<file path="src/rtl/mouse_event_bridge.sv">
// Mouse event bridge: queues packets from the mouse transceiver in a small
// circular FIFO and exposes them to the processor through an 8-byte register
// window, with a level interrupt that re-asserts while events remain unread.
`timescale 1ns/1ps
module mouse_event_bridge #(
    parameter logic [7:0] BASE_ADDR = 8'hA0,
    parameter int         DEPTH     = 4
) (
    input  logic       CLK,
    input  logic       RESET,
    input  logic [3:0] MOUSE_STATUS,
    input  logic [7:0] MOUSE_X,
    input  logic [7:0] MOUSE_Y,
    input  logic       MOUSE_INTR,
    input  logic [7:0] BUS_ADDR,
    input  logic       BUS_WE,
    input  logic [7:0] BUS_DATA_IN,
    output logic [7:0] BUS_DATA_OUT,
    output logic       BUS_DATA_OUT_EN,
    output logic       BUS_INTERRUPT_RAISE,
    input  logic       BUS_INTERRUPT_ACK
);

    localparam int PTR_W = $clog2(DEPTH);

    typedef enum logic {
        IDLE    = 1'b0,
        PENDING = 1'b1
    } intState_t;

    logic [19:0]      fifoMem [DEPTH];
    logic [PTR_W-1:0] rdPtr;
    logic [PTR_W-1:0] wrPtr;
    logic [3:0]       count;
    logic [3:0]       countNext;
    logic             overflow;
    logic             enable;
    intState_t        state;
    intState_t        stateNext;

    logic [7:0]  offset;
    logic        pushReq;
    logic        popReq;
    logic        ctrlWrite;
    logic        flush;
    logic        isEmpty;
    logic        isFull;
    logic        popOk;
    logic        pushOk;
    logic        dropEvent;
    logic        readHit;
    logic [19:0] headEntry;
    logic [7:0]  readValue;
    logic        unusedDataBits;

    // Offset relative to the window base; wraps naturally so any base works.
    assign offset = BUS_ADDR - BASE_ADDR;

    assign unusedDataBits = ^BUS_DATA_IN[7:3];

    // Decode bus strobes and decide which FIFO operations actually happen.
    // A flush discards a coinciding push; a full FIFO only accepts a push
    // when a pop frees a slot in the same cycle.
    always_comb begin
        pushReq   = MOUSE_INTR && enable;
        popReq    = BUS_WE && (offset == 8'd4);
        ctrlWrite = BUS_WE && (offset == 8'd5);
        flush     = ctrlWrite && BUS_DATA_IN[2];
        isEmpty   = (count == 4'd0);
        isFull    = (count == 4'(DEPTH));
        popOk     = popReq && !isEmpty;
        pushOk    = pushReq && !flush && (!isFull || popOk);
        dropEvent = pushReq && !flush && isFull && !popOk;
        if (flush) begin
            countNext = 4'd0;
        end else begin
            countNext = count + {3'b000, pushOk} - {3'b000, popOk};
        end
    end

    // Pointer and occupancy bookkeeping for the circular event queue.
    always_ff @(posedge CLK) begin
        if (RESET) begin
            rdPtr <= '0;
            wrPtr <= '0;
            count <= 4'd0;
        end else if (flush) begin
            rdPtr <= '0;
            wrPtr <= '0;
            count <= 4'd0;
        end else begin
            if (pushOk) begin
                wrPtr <= wrPtr + PTR_W'(1);
            end
            if (popOk) begin
                rdPtr <= rdPtr + PTR_W'(1);
            end
            count <= countNext;
        end
    end

    // Event storage; contents are only meaningful below the count, so no reset.
    always_ff @(posedge CLK) begin
        if (pushOk && !RESET) begin
            fifoMem[wrPtr] <= {MOUSE_STATUS, MOUSE_X, MOUSE_Y};
        end
    end

    // Control flags: a dropped event in the same cycle as a clear keeps
    // overflow set, since the newer loss must not be hidden.
    always_ff @(posedge CLK) begin
        if (RESET) begin
            overflow <= 1'b0;
            enable   <= 1'b1;
        end else begin
            if (ctrlWrite) begin
                enable <= BUS_DATA_IN[0];
            end
            if (dropEvent) begin
                overflow <= 1'b1;
            end else if (ctrlWrite && BUS_DATA_IN[1]) begin
                overflow <= 1'b0;
            end
        end
    end

    // Read mux for the four readable registers; head fields read as zero when empty.
    always_comb begin
        headEntry = fifoMem[rdPtr];
        readHit   = !BUS_WE && (offset < 8'd4);
        readValue = 8'h00;
        case (offset[1:0])
            2'd0: readValue = isEmpty ? 8'h00 : {4'h0, headEntry[19:16]};
            2'd1: readValue = isEmpty ? 8'h00 : headEntry[15:8];
            2'd2: readValue = isEmpty ? 8'h00 : headEntry[7:0];
            default: readValue = {overflow, enable, 2'b00, count};
        endcase
    end

    // Registered read port: one cycle from address to data.
    always_ff @(posedge CLK) begin
        if (RESET) begin
            BUS_DATA_OUT    <= 8'h00;
            BUS_DATA_OUT_EN <= 1'b0;
        end else if (readHit) begin
            BUS_DATA_OUT    <= readValue;
            BUS_DATA_OUT_EN <= 1'b1;
        end else begin
            BUS_DATA_OUT    <= 8'h00;
            BUS_DATA_OUT_EN <= 1'b0;
        end
    end

    // Interrupt state register.
    always_ff @(posedge CLK) begin
        if (RESET) begin
            state <= IDLE;
        end else begin
            state <= stateNext;
        end
    end

    // Interrupt next-state: an acknowledge drops the request for one cycle,
    // and IDLE returns to PENDING whenever events are still queued, so unread
    // events get re-signalled. A flush always forces IDLE.
    always_comb begin
        stateNext = state;
        case (state)
            IDLE: begin
                if (countNext != 4'd0) begin
                    stateNext = PENDING;
                end
            end
            PENDING: begin
                if (BUS_INTERRUPT_ACK && !pushOk) begin
                    stateNext = IDLE;
                end
            end
            default: stateNext = IDLE;
        endcase
        if (flush) begin
            stateNext = IDLE;
        end
    end

    assign BUS_INTERRUPT_RAISE = (state == PENDING);

endmodule

</file>
<file path="config.mk">
export PLATFORM = sky130hd
export DESIGN_NAME = mouse_event_bridge
export DESIGN_NICKNAME = d
export VERILOG_FILES = /design/src/rtl/mouse_event_bridge.sv
export SDC_FILE = /design/constraint.sdc
export NUM_CORES = 1
export LEC_CHECK = 0
export ABC_AREA = 1
export CORE_ASPECT_RATIO = 0.5
export CORE_MARGIN = 3
export CORE_UTILIZATION = 50
export CTS_BUF_LIST = sky130_fd_sc_hd__clkbuf_4 sky130_fd_sc_hd__clkbuf_8 sky130_fd_sc_hd__clkbuf_16
export DETAILED_ROUTE_END_ITERATION = 10
export PLACE_DENSITY = 0.72
export SLEW_MARGIN = 0
export SYNTH_ARGS = -nofsm -noshare
export SYNTH_HDL_FRONTEND = slang
export SYNTH_SLANG_ARGS = --single-unit
</file>
<file path="constraint.sdc">
create_clock -name CLK -period 3.5 [get_ports CLK]
set_input_delay 0.35 -clock CLK [delete_from_list [all_inputs] [get_ports CLK]]
set_output_delay 0.35 -clock CLK [all_outputs]
set_load 0.05 [all_outputs]
</file>
Word level (Yosys, flattened, before mapping)
Memories as Yosys holds them, arrays and structs flattened. A register that Yosys moved wholly into a read port is not among the register bits.
Index checks and enable logic that the tools add are counted.

cells by class
  order comparisons = 1
  reduce and logical (&&, ||, !) cells = 27
  bitwise logic cells = 2
  muxes and demuxes = 15
  add/sub/neg operators = 5
  equal/unequal tests = 5

operator list
  cell                 count
  $pmux 8 s3           1
  $eq 8x3->1 const B   2
  $mux 8               2
  $logic_and 1x1->1    13
  $lt 8x3->1 const B   1
  $mux 4               2
  $sub 8x8->8 const B  1
  $logic_not 1->1      7
  $mux 1               7
  $add 2x1->2 const B  2
  $add 4x1->4          1
  $eq 4x3->1 const B   1
  $logic_not 4->1      1
  $mux 2               2
  $reduce_bool 4->1    1
  $reduce_or 2->1      2
  $sub 4x1->4          1
  $eq 2x1->1 const B   1
  $eq 2x2->1 const B   1
  $logic_not 2->1      1
  $not 1->1            2
  $pmux 1 s2           1
  $reduce_bool 2->1    1
  $logic_or 1x1->1     1

storage, ports and cells
  register bits after elaboration = 20
  logic and storage cells = 64
  bits of input ports = 41
  bits in writable memories = 80
  memories kept = 1
  output and inout port bits = 10

memories
  name     depth  width  read ports  clocked after memory_dff  wr ports  line  text
  fifoMem  4      20     1           1                         1         31    logic [19:0] fifoMem [DEPTH];

Logic depth before layout (Yosys ltp)
Gate-level depths: netlist of the first run.

  depth in word-level cells = 13
  gate-level depth with buffers = 19
  depth with buffers taken out = 19

Worst setup path after synthesis of the first run
Ideal clock, no wire load.

  path type = input to register
  start point = in BUS_ADDR[5]
  end point = reg state, in the netlist BUS_INTERRUPT_RAISE
  setup slack = 958 ps
  path buffers = 0
  data required time = 3387 ps
  arrival = 2429 ps
  stages = 17
  setup time = 113 ps
  cell sequence = inv_1 ha_1 nand3_1 nor2_1 nand3_4 nand2_4 inv_2 nand2_1 o21ai_1 ha_1 fa_1 xnor2_1 nand3_1 a21oi_1 nand2_1 nand2_1 nor2_1

between the ends
  longest elaborated chain between the ends = 13
  elaborated cells between the ends (all ways) = 21
  classes of those cells = add/sub: 3; eq/ne: 2; mux: 4; reduce/logical: 12

RTL lines
  element                          line  text
  start, declared                  15    input logic [7:0] BUS_ADDR,
  $sub 8x8->8 *                    57    assign offset = BUS_ADDR - BASE_ADDR;
  $eq 8x3->1                       67    ctrlWrite = BUS_WE && (offset == 8'd5);
  $logic_and 1x1->1                67
  $logic_and 1x1->1                68    flush = ctrlWrite && BUS_DATA_IN[2];
  $logic_not 1->1                  72    pushOk = pushReq && !flush && (!isFull || popOk);
  $logic_and 1x1->1 (2 in series)  72
  $add 4x1->4                      77    countNext = count + {3'b000, pushOk} - {3'b000, popOk};
  $sub 4x1->4                      77
  $mux 4                           74    if (flush) begin
  $reduce_bool 4->1                170   if (countNext != 4'd0) begin
  $mux 1                           170
  $pmux 1 s2                       168   case (state)
  end signal, assigned             159   state <= stateNext;
  end, declared                    38    intState_t state;

Every way passes the cells marked *; elsewhere a longest branch is shown, timed or not.
A chain may end at the register's enable or synchronous reset.

Worst setup path after layout of the first run
Same ends and word-level chain as after synthesis.

==> flow_metrics.env, run 1 <==
export IMPL_via_per_inst=5.02
export IMPL_syn_nets=449
export IMPL_synth_top_area_share=0.549
export IMPL_yosysSeqAreaShare=0.649
export IMPL_io_pins=51
export IMPL_cpMostUsedCell="nand2_1"
export IMPL_place_congestion=0.787
export IMPL_setup_viol=0
export IMPL_synth_edf_count=80
export IMPL_endpoint_kind="register"
export IMPL_grt_usage=0.185
export IMPL_slew_headroom=0.378
export IMPL_path_cells="clkdlybuf4s50_1 -> inv_1 -> ha_1 -> nand3_1 -> nor2_1 -> nand3_4 -> nand2_4 -> inv_2 -> nand2_1 -> o21ai_1 -> ha_1 -> fa_1 -> xnor2_1 -> nand3_1 -> a21oi_1 -> nand2_1 -> nand2_1 -> nor2_1"
export IMPL_nets=501
export IMPL_hold_class="reg2reg"
export IMPL_syn_inst=397
export IMPL_dr_pass1_iters=4
export IMPL_areaGrowthSynthToFinish_pct=20.9
export IMPL_ys_flop_type="edfxtp_1"
export IMPL_cts_root_buffer="clkbuf_16"
export IMPL_initial_core_util=0.530
export IMPL_p_leak_nw=1.99
export IMPL_cts_made_buffers=9
export IMPL_ys_warnings_count=0
export IMPL_diodes=0
export IMPL_htree_levels=3
export IMPL_ctsResizeCount=0
export IMPL_wl_um=8780
export IMPL_ys_top_cells_by_count="edfxtp_1 (80), nand2_1 (65), nor2_1 (57)"
export IMPL_switchingPower_w=0.000697
export IMPL_clkTransAtPathRegs_ns=0.07
export IMPL_finalCriticalPeriod_ns=2.91
export IMPL_hold_buffers=0
export IMPL_drive_gt1_frac=0.104
export IMPL_yosys_cell_types_count=35
export IMPL_cp_start_kind="primary input"
export IMPL_finalMaxSlewViolations=0
export IMPL_status="finished, final reports clean"
export IMPL_clock_skew_ns=0.0112
export IMPL_synthArstFlopShare=0
export IMPL_p_seq_frac=0.491
export IMPL_wire_per_inst_um=15.5
export IMPL_die_x_um=138
export IMPL_pwr_share_comb=0.132
export IMPL_post_cts_buffers=0
export IMPL_grt_pass1_wl_um=14000
export IMPL_ys_seq_elements=102
export IMPL_netlist_area_um2=4380
export IMPL_cp_arrival_ns=3.15
export IMPL_cp_max_fo=4
export IMPL_worstMarginPinSlew_ns=0.932
export IMPL_drc=0
export IMPL_max_cap_violations=0
export IMPL_drt_initial_drc_count=172
export IMPL_ant_nets=0
export IMPL_vias=2842
export IMPL_period_share=0.830
export IMPL_synth_most_common_cell="edfxtp_1"
export IMPL_p_int_w=0.00215
export IMPL_rsz0062_at_grt="false"
export IMPL_io_buffers=45
export IMPL_numClockSinks=102
export IMPL_grt_overflow_total=0
export IMPL_fmax_mhz=344
export IMPL_cp_required_ns=3.74
export IMPL_synth_area_leaders="edfxtp_1 (55%), dfxtp_1 (10%), nand2_1 (5.6%), nor2_1 (4.9%), o21ai_0 (3.3%)"
export IMPL_die_area_um2=9990
export IMPL_antenna_found_initial=0
export IMPL_grt_pass1_vias=2753
export IMPL_slowest_delay_ns=0.50
export IMPL_grt_max_degree=40
export IMPL_power_frac_clock=0.376
export IMPL_yosysTopAreaCell="edfxtp_1"
export IMPL_utilization=0.641
export IMPL_p_per_area_nw_per_um2=538
export IMPL_clk_path_buf_depth=2
export IMPL_p_sw_frac=0.245
export IMPL_place_hpwl_um=5730
export IMPL_max_vdd_ir_drop_mv=0.258
export IMPL_path_class="in2reg"
export IMPL_crit_path_top_delay_cell="clkdlybuf4s50_1"
export IMPL_die_h_um=72.2
export IMPL_row_count=23
export IMPL_power_w=0.00285
export IMPL_final_hold_viol_count=0
export IMPL_core_area_um2=8260
export IMPL_timing_setup_tns_ns=0
export IMPL_clk_latency_ns=0.35
export IMPL_syn_avg_cell_area_um2=11.0
export IMPL_cts_tree="built"
==> placed cells by master (no fill, tap or decap), types with 6 or more instances in the layout <==
master,instances
edfxtp_1,80
nand2_1,65
nor2_1,57
clkdlybuf4s50_1,45
inv_1,36
o21ai_0,29
nand3_1,24
dfxtp_1,22
a21oi_1,11
ha_1,10
clkbuf_16,9
o211ai_1,6
buf_4,6
==> metal layers <==
metal	wire length [um]	GRT usage	share of wire
met1	4090	0.234	0.47
met2	4110	0.308	0.47
met3	529	0.0619	0.060
met4	58	0.0602	0.0066
met5	0	0	0
==> path summary, 6_finish.rpt <==
kind	start	endpoint	slack [ns]	depth (start not counted)
min	rdPtr[1]	rdPtr[1]	0.50	2
max	BUS_ADDR[5]	BUS_INTERRUPT_RAISE	0.59	18
max reg2reg	count[2]	BUS_INTERRUPT_RAISE	0.83	15
min reg2reg	rdPtr[1]	rdPtr[1]	0.50	2
==> power groups by stage <==
stage	logic, W	registers [W]	clock network, W
final	0.000377	0.00140	0.00107
after global routing	0.000417	0.00140	0.00115
after CTS	0.000379	0.00140	0.00109
after detailed placement	0.000374	0.00142	0
after global placement	0.000369	0.00142	0
after floorplan	0.000227	0.00143	0
==> metrics by stage <==
stage          hold slack [ns]  cell area (um^2)  setup WS [ns]  std cells
2_1_floorplan            0.419              4380          0.958        397
3_3_place_gp             0.458              4970          0.302        550
3_5_place_dp             0.485              4970          0.236        550
4_1_cts                  0.494              5290          0.604        566
5_1_grt                  0.512              5290          0.384        566
6_report                 0.495              5290          0.594        566
==> kinds of logic (layout without fill, tap and decap cells) <==
family	Yosys count	in the layout	synth area share
and+or+nand+nor	174	174	0.195
DFF	102	102	0.649
AOI/OAI and AO/OA	59	59	0.0757
buffers and inverters	50	107	0.0454
adders and majority gates	11	11	0.0331
xor gates and xnor gates	1	1	0.00200
==> critical path, delay by kind of cell <==
| kind | cells | cell delay (ns) |
|---|---|---|
| AND/OR/NAND/NOR | 9 | 0.89 |
| buffers and inverters | 3 | 0.60 |
| XOR/XNOR | 1 | 0.22 |
| AO/OA/AOI/OAI | 2 | 0.21 |
| adder cells (fa/ha/maj) | 3 | 0.88 |
==> area by class of cell <==
class                           count  area, um^2
Tap cell                          112         140
Clock inverter                      7         103
Timing Repair Buffer               51         495
Inverter                           40         150
Multi-Input combinational cell    245        1340
Clock buffer                        9         225
Sequential cell                   102        2840
Fill cell                         666        2970
==> registers in the layout, summed over array words and instances (netlist names), named ones only <==
signal	count
fifoMem	80
BUS_DATA_OUT	8
count	4
rdPtr	2
wrPtr	2
BUS_DATA_OUT_EN	1
BUS_INTERRUPT_RAISE	1
enable	1
overflow	1
(Power assumes the default switching activity.)
==> run 2: changes to the inputs <==
clock period = 2.7 ns   (was 3.5 ns; I/O delays follow)
==> run 2 against run 1 <==
  * Register-to-register slack worse by 0.53 ns
  * Wire length up 6.3%
  * Sequential share of layout area down 3.1 points
  * Critical endpoint unchanged
  * Largest cell class unchanged
==> flow_metrics.env, run 2 (synthesis gave the netlist of run 1 again) <==
export IMPL_status="finished, final reports clean"
export IMPL_core_area_um2=8260
export IMPL_grt_pass1_wl_um=14900
export IMPL_cp_required_ns=2.95
export IMPL_row_count=23
export IMPL_die_x_um=138
export IMPL_path_cells="clkdlybuf4s50_1 -> nand3_1 -> nor2_4 -> nand3_4 -> nand2_4 -> inv_2 -> nand2_2 -> o21ai_2 -> ha_2 -> fa_1 -> xnor2_1 -> nand3_1 -> a21oi_1 -> nand2_1 -> nand2_1 -> nor2_1"
export IMPL_numClockSinks=102
export IMPL_place_inst=572
export IMPL_wire_per_inst_um=15.6
export IMPL_p_leak_nw=2.16
export IMPL_cp_start_kind="primary input"
export IMPL_grt_usage=0.195
export IMPL_clk_path_buf_depth=2
export IMPL_min_path_cells=2
export IMPL_cts_tree="built"
export IMPL_top_regs="fifoMem: 80 flops, BUS_DATA_OUT: 8 flops, count: 4 flops"
export IMPL_clock_skew_ns=0.00615
export IMPL_cp_max_fo=3
export IMPL_place_area_um2=5180
export IMPL_reg2reg_setup_slack_ns=0.30
export IMPL_dr_max_layer_used="met4"
export IMPL_timing_setup_tns_ns=0
export IMPL_ff_latch_area_um2=2840
export IMPL_max_vdd_ir_drop_mv=0.372
export IMPL_place_hpwl_um=6100
export IMPL_top_register="fifoMem"
export IMPL_rsz0062_at_grt="false"
export IMPL_met1Wirelength_um=4340
export IMPL_htree_levels=3
export IMPL_multiInputGateArea_um2=1390
export IMPL_cts_root_buffer="clkbuf_16"
export IMPL_grt_pass1_vias=2935
export IMPL_dr_wl_met3_um=585
export IMPL_cts_made_buffers=9
export IMPL_ant_nets=0
export IMPL_io_pins=51
export IMPL_rr_worst_depth=15
export IMPL_largest_reg_flops=80
export IMPL_hp_start="overflow"
export IMPL_fmax_mhz=413
export IMPL_clk_latency_ns=0.35
export IMPL_timing_rr_end="BUS_INTERRUPT_RAISE"
export IMPL_max_cap_violations=0
export IMPL_drt_initial_drc_count=251
export IMPL_io_buffers=45
export IMPL_endpoint_kind="register"
export IMPL_grt_overflow_total=0
export IMPL_final_hold_viol_count=0
export IMPL_power_w=0.00374
export IMPL_hold_class="reg2reg"
export IMPL_areaGrowthSynthToFinish_pct=28.3
export IMPL_path_class="in2reg"
export IMPL_vias=3060
export IMPL_finalCriticalPeriod_ns=2.42
export IMPL_diodes=0
export IMPL_postLayoutCellArea_um2=5620
export IMPL_antenna_found_initial=0
export IMPL_finalMaxSlewViolations=0
export IMPL_wl_met2_um=4270
export IMPL_cp_arrival_ns=2.67
export IMPL_fin_hold_ws_ns=0.478
export IMPL_worstMarginPinSlew_ns=0.806
export IMPL_via_per_inst=5.11
export IMPL_period_share=0.897
export IMPL_dr_pass1_iters=5
export IMPL_nets=534
export IMPL_crit_path_top_delay_cell="clkdlybuf4s50_1"
export IMPL_fin_cells=599
export IMPL_layout_common_cells="edfxtp_1 (80), nand2_1 (64), nor2_1 (55), clkdlybuf4s50_1 (43), buf_4 (35)"
export IMPL_place_congestion=0.834
export IMPL_wl_um=9340
export IMPL_die_area_um2=9990
export IMPL_drc=0
export IMPL_holdPathEnd="overflow"
export IMPL_slew_headroom=0.462
export IMPL_setup_viol=0
export IMPL_slowest_delay_ns=0.48
export IMPL_hold_buffers=0
export IMPL_final_common_cell="edfxtp_1"
export IMPL_grt_max_degree=39
export IMPL_drive_gt1_frac=0.183
export IMPL_clkTransAtPathRegs_ns=0.07
export IMPL_r2r_start="count[2]"
export IMPL_fillers=581
export IMPL_p_per_area_nw_per_um2=665
export IMPL_die_h_um=72.2
export IMPL_initial_core_util=0.530
## run 2: report_power, final
| group | total (W) | internal [W] | switching [W] | leakage, nW |
|---|---|---|---|---|
| registers | 0.00181 | 0.00178 | 0.0000336 | 0.905 |
| clock network | 0.00130 | 0.000737 | 0.000563 | 0.150 |
| logic | 0.000624 | 0.000283 | 0.000342 | 1.10 |
## run 2: through the flow
stage | utilization | setup WS, ns
floorplan | - | 0.238
global placement | 0.627 | -0.280
detailed placement | 0.627 | -0.391
CTS | 0.672 | 0.0235
global route | 0.680 | 0.110
finish | 0.680 | 0.278
## run 2: worst max-delay path by stage
stage,startpoint,endpoint,slack [ns],cells past startpoint
floorplan,BUS_ADDR[5],BUS_INTERRUPT_RAISE,0.24,17
global placement,BUS_ADDR[5],BUS_INTERRUPT_RAISE,-0.28,18
detailed placement,BUS_ADDR[5],BUS_INTERRUPT_RAISE,-0.39,18
CTS,BUS_ADDR[5],BUS_INTERRUPT_RAISE,0.02,17
global route,count[2],BUS_INTERRUPT_RAISE,0.11,15
finish,BUS_ADDR[2],BUS_INTERRUPT_RAISE,0.28,16
## run 2: area by class of cell
cell class / count / share of cell area
flip-flops and latches: 102 / 0.506
multi-input cells: 245 / 0.247
repair buffers: 84 / 0.142
clock buffers: 10 / 0.0414
inverters: 40 / 0.0267
well taps: 112 / 0.0249
clock inverters: 6 / 0.0120
## run 2: timing repair
item                                    4_1_cts  5_1_grt
setup buffers                                 8        3
pin swaps                                     2        7
endpoints found under the setup margin        1        1
cloned                                        0        0
hold endpoints to repair                      0        0
gates resized for setup                       3       12
## run 2: per-layer routing
| metal | up-vias | track usage |
|---|---|---|
| li1 | 1523 | - |
| met1 | 1436 | 0.256 |
| met2 | 89 | 0.322 |
| met3 | 12 | 0.0546 |
| met4 | 0 | 0.0602 |
| met5 | - | 0 |
## run 2: worst max-delay path: cells and delay by family
family	cells	cell delay [ns]
and+or+nand+nor	9	0.87
adders and majority gates	2	0.60
buffers and inverters	2	0.52
xor gates and xnor gates	1	0.21
AOI/OAI and AO/OA	2	0.20
==> RTL edit, RTL diff (settings of run 2) <==
The parameter `DEPTH` goes from 4 to 2.
--- a/src/rtl/mouse_event_bridge.sv
+++ b/src/rtl/mouse_event_bridge.sv
@@ -4,7 +4,7 @@
 `timescale 1ns/1ps
 module mouse_event_bridge #(
     parameter logic [7:0] BASE_ADDR = 8'hA0,
-    parameter int         DEPTH     = 4
+    parameter int         DEPTH     = 2
 ) (
     input  logic       CLK,
     input  logic       RESET,
Function: changed (Yosys sat finds a counterexample within 4 cycles, from zero or initial values and one cycle with RESET high).
==> RTL edit against run 2 <==
- total power fell by 40%
- global-route usage rose by 0.84 points
- setup slack got worse by 0.14 ns
- final cell count fell by 36%
- via count fell by 38%
- sequential cell count fell by 43
- design area fell by 39%
- routed wire length fell by 42%
- utilization rose by 6.5 points
- area after synthesis fell by 43%
- clock power fell by 41%
- critical path type unchanged
- largest power group unchanged
==> RTL edit: results (changes against run 2) <==
{| class="wikitable"
! Metric !! Value
|-
| Global placement routability congestion || 0.7840 (-6.0%)
|-
| Share of post-route cells with drive strength above 1 || 0.1835 (+0.0007928)
|-
| Buffer type at the clock tree root || sky130_fd_sc_hd__clkbuf_8
|-
| Non-clock buffer share of cell area || 0.1823 (+0.04025)
|-
| Leakage dissipation || 1.344 nW (-38%)
|-
| Sequential fraction of total cell area || 0.4618 (-0.04408)
|-
| End point of the most critical hold path || wrPtr$_SDFFE_PP0P_
|-
| First-iteration detailed-routing DRC count || 105 (-58%)
|-
| Origin of the worst setup path || BUS_ADDR[6]
|-
| 1st-pass router iterations || 4 (-1)
|-
| Detailed-route wire length on metal 1 || 2304 um (-47%)
|-
| Inverters || 28 (-30%)
|-
| Multi-input combinational gate total || 149 (-39%)
|-
| Count of flip-flops with a built-in enable after synthesis || 40 (-50%)
|-
| Multi-input gate share of total cell area || 0.2452 (-0.001779)
|-
| CP delay by family, top || adder cells
|-
| Total detailed-routing wirelength || 5457 um (-42%)
|-
| Detail-routed via count per cell || 4.982 (-2.5%)
|-
| Number of unique standard cell types used by synthesis || 29 (-17%)
|-
| Origin of the worst min-delay path || wrPtr$_SDFFE_PP0P_
|-
| Synth top cells by count || sky130_fd_sc_hd__nand2_1 (54), sky130_fd_sc_hd__edfxtp_1 (40), sky130_fd_sc_hd__nand3_1 (26), sky130_fd_sc_hd__inv_1 (23), sky130_fd_sc_hd__dfxtp_1 (19)
|-
| Fraction of the mapped netlist area in adder cells || 0.03307 (-0.00007672)
|-
| Run status || complete, no violations
|-
| Pin count of the biggest net entering global routing || 21 (-46%)
|-
| Largest stage delay on the critical path || 0.45 ns (-0.03 ns)
|-
| Seq power || 0.00104 W (-43%)
|-
| Met2 layer wire length in the routed design || 2713 um (-36%)
|-
| Clk_buf instances || 9 (-1)
|-
| Signal buffers || 64 (-24%)
|-
| Parity-gate share of the synthesized area counting xor and xnor cells || 0.003507 (+0.001507)
|}
[RTL edit: cell types whose count changed in the layout (fill, tap and decap cells not counted), sizes merged, moves of 11 or more]
cell           run 2  this run
nor2              68        20
edfxtp            80        40
o21ai             33         8
buf               39        19
inv               43        28
nand2             71        60
[RTL edit: what timing repair did]
item,4_1_cts,5_1_grt
pin swaps,1,10
hold endpoints to repair,0,0
resized for setup,1,10
buffers inserted,0,1
hold buffers,0,0
endpoints found under the setup margin,1,1
[RTL edit: per-stage QoR]
step           std cells  worst slack, ns  hold slack (ns)  instance area, sq um  power (W)
3_5_place_dp         365          -0.3745           0.4593                  3184   0.001463
4_1_cts              381          0.02816           0.4685                  3383   0.002240
3_3_place_gp         365          -0.2529           0.4501                  3184   0.001453
5_1_grt              382         -0.01880           0.4802                  3425   0.002342
2_1_floorplan        239           0.2698           0.3391                  2502   0.001280
6_report             382           0.1338           0.4671                  3425   0.002233
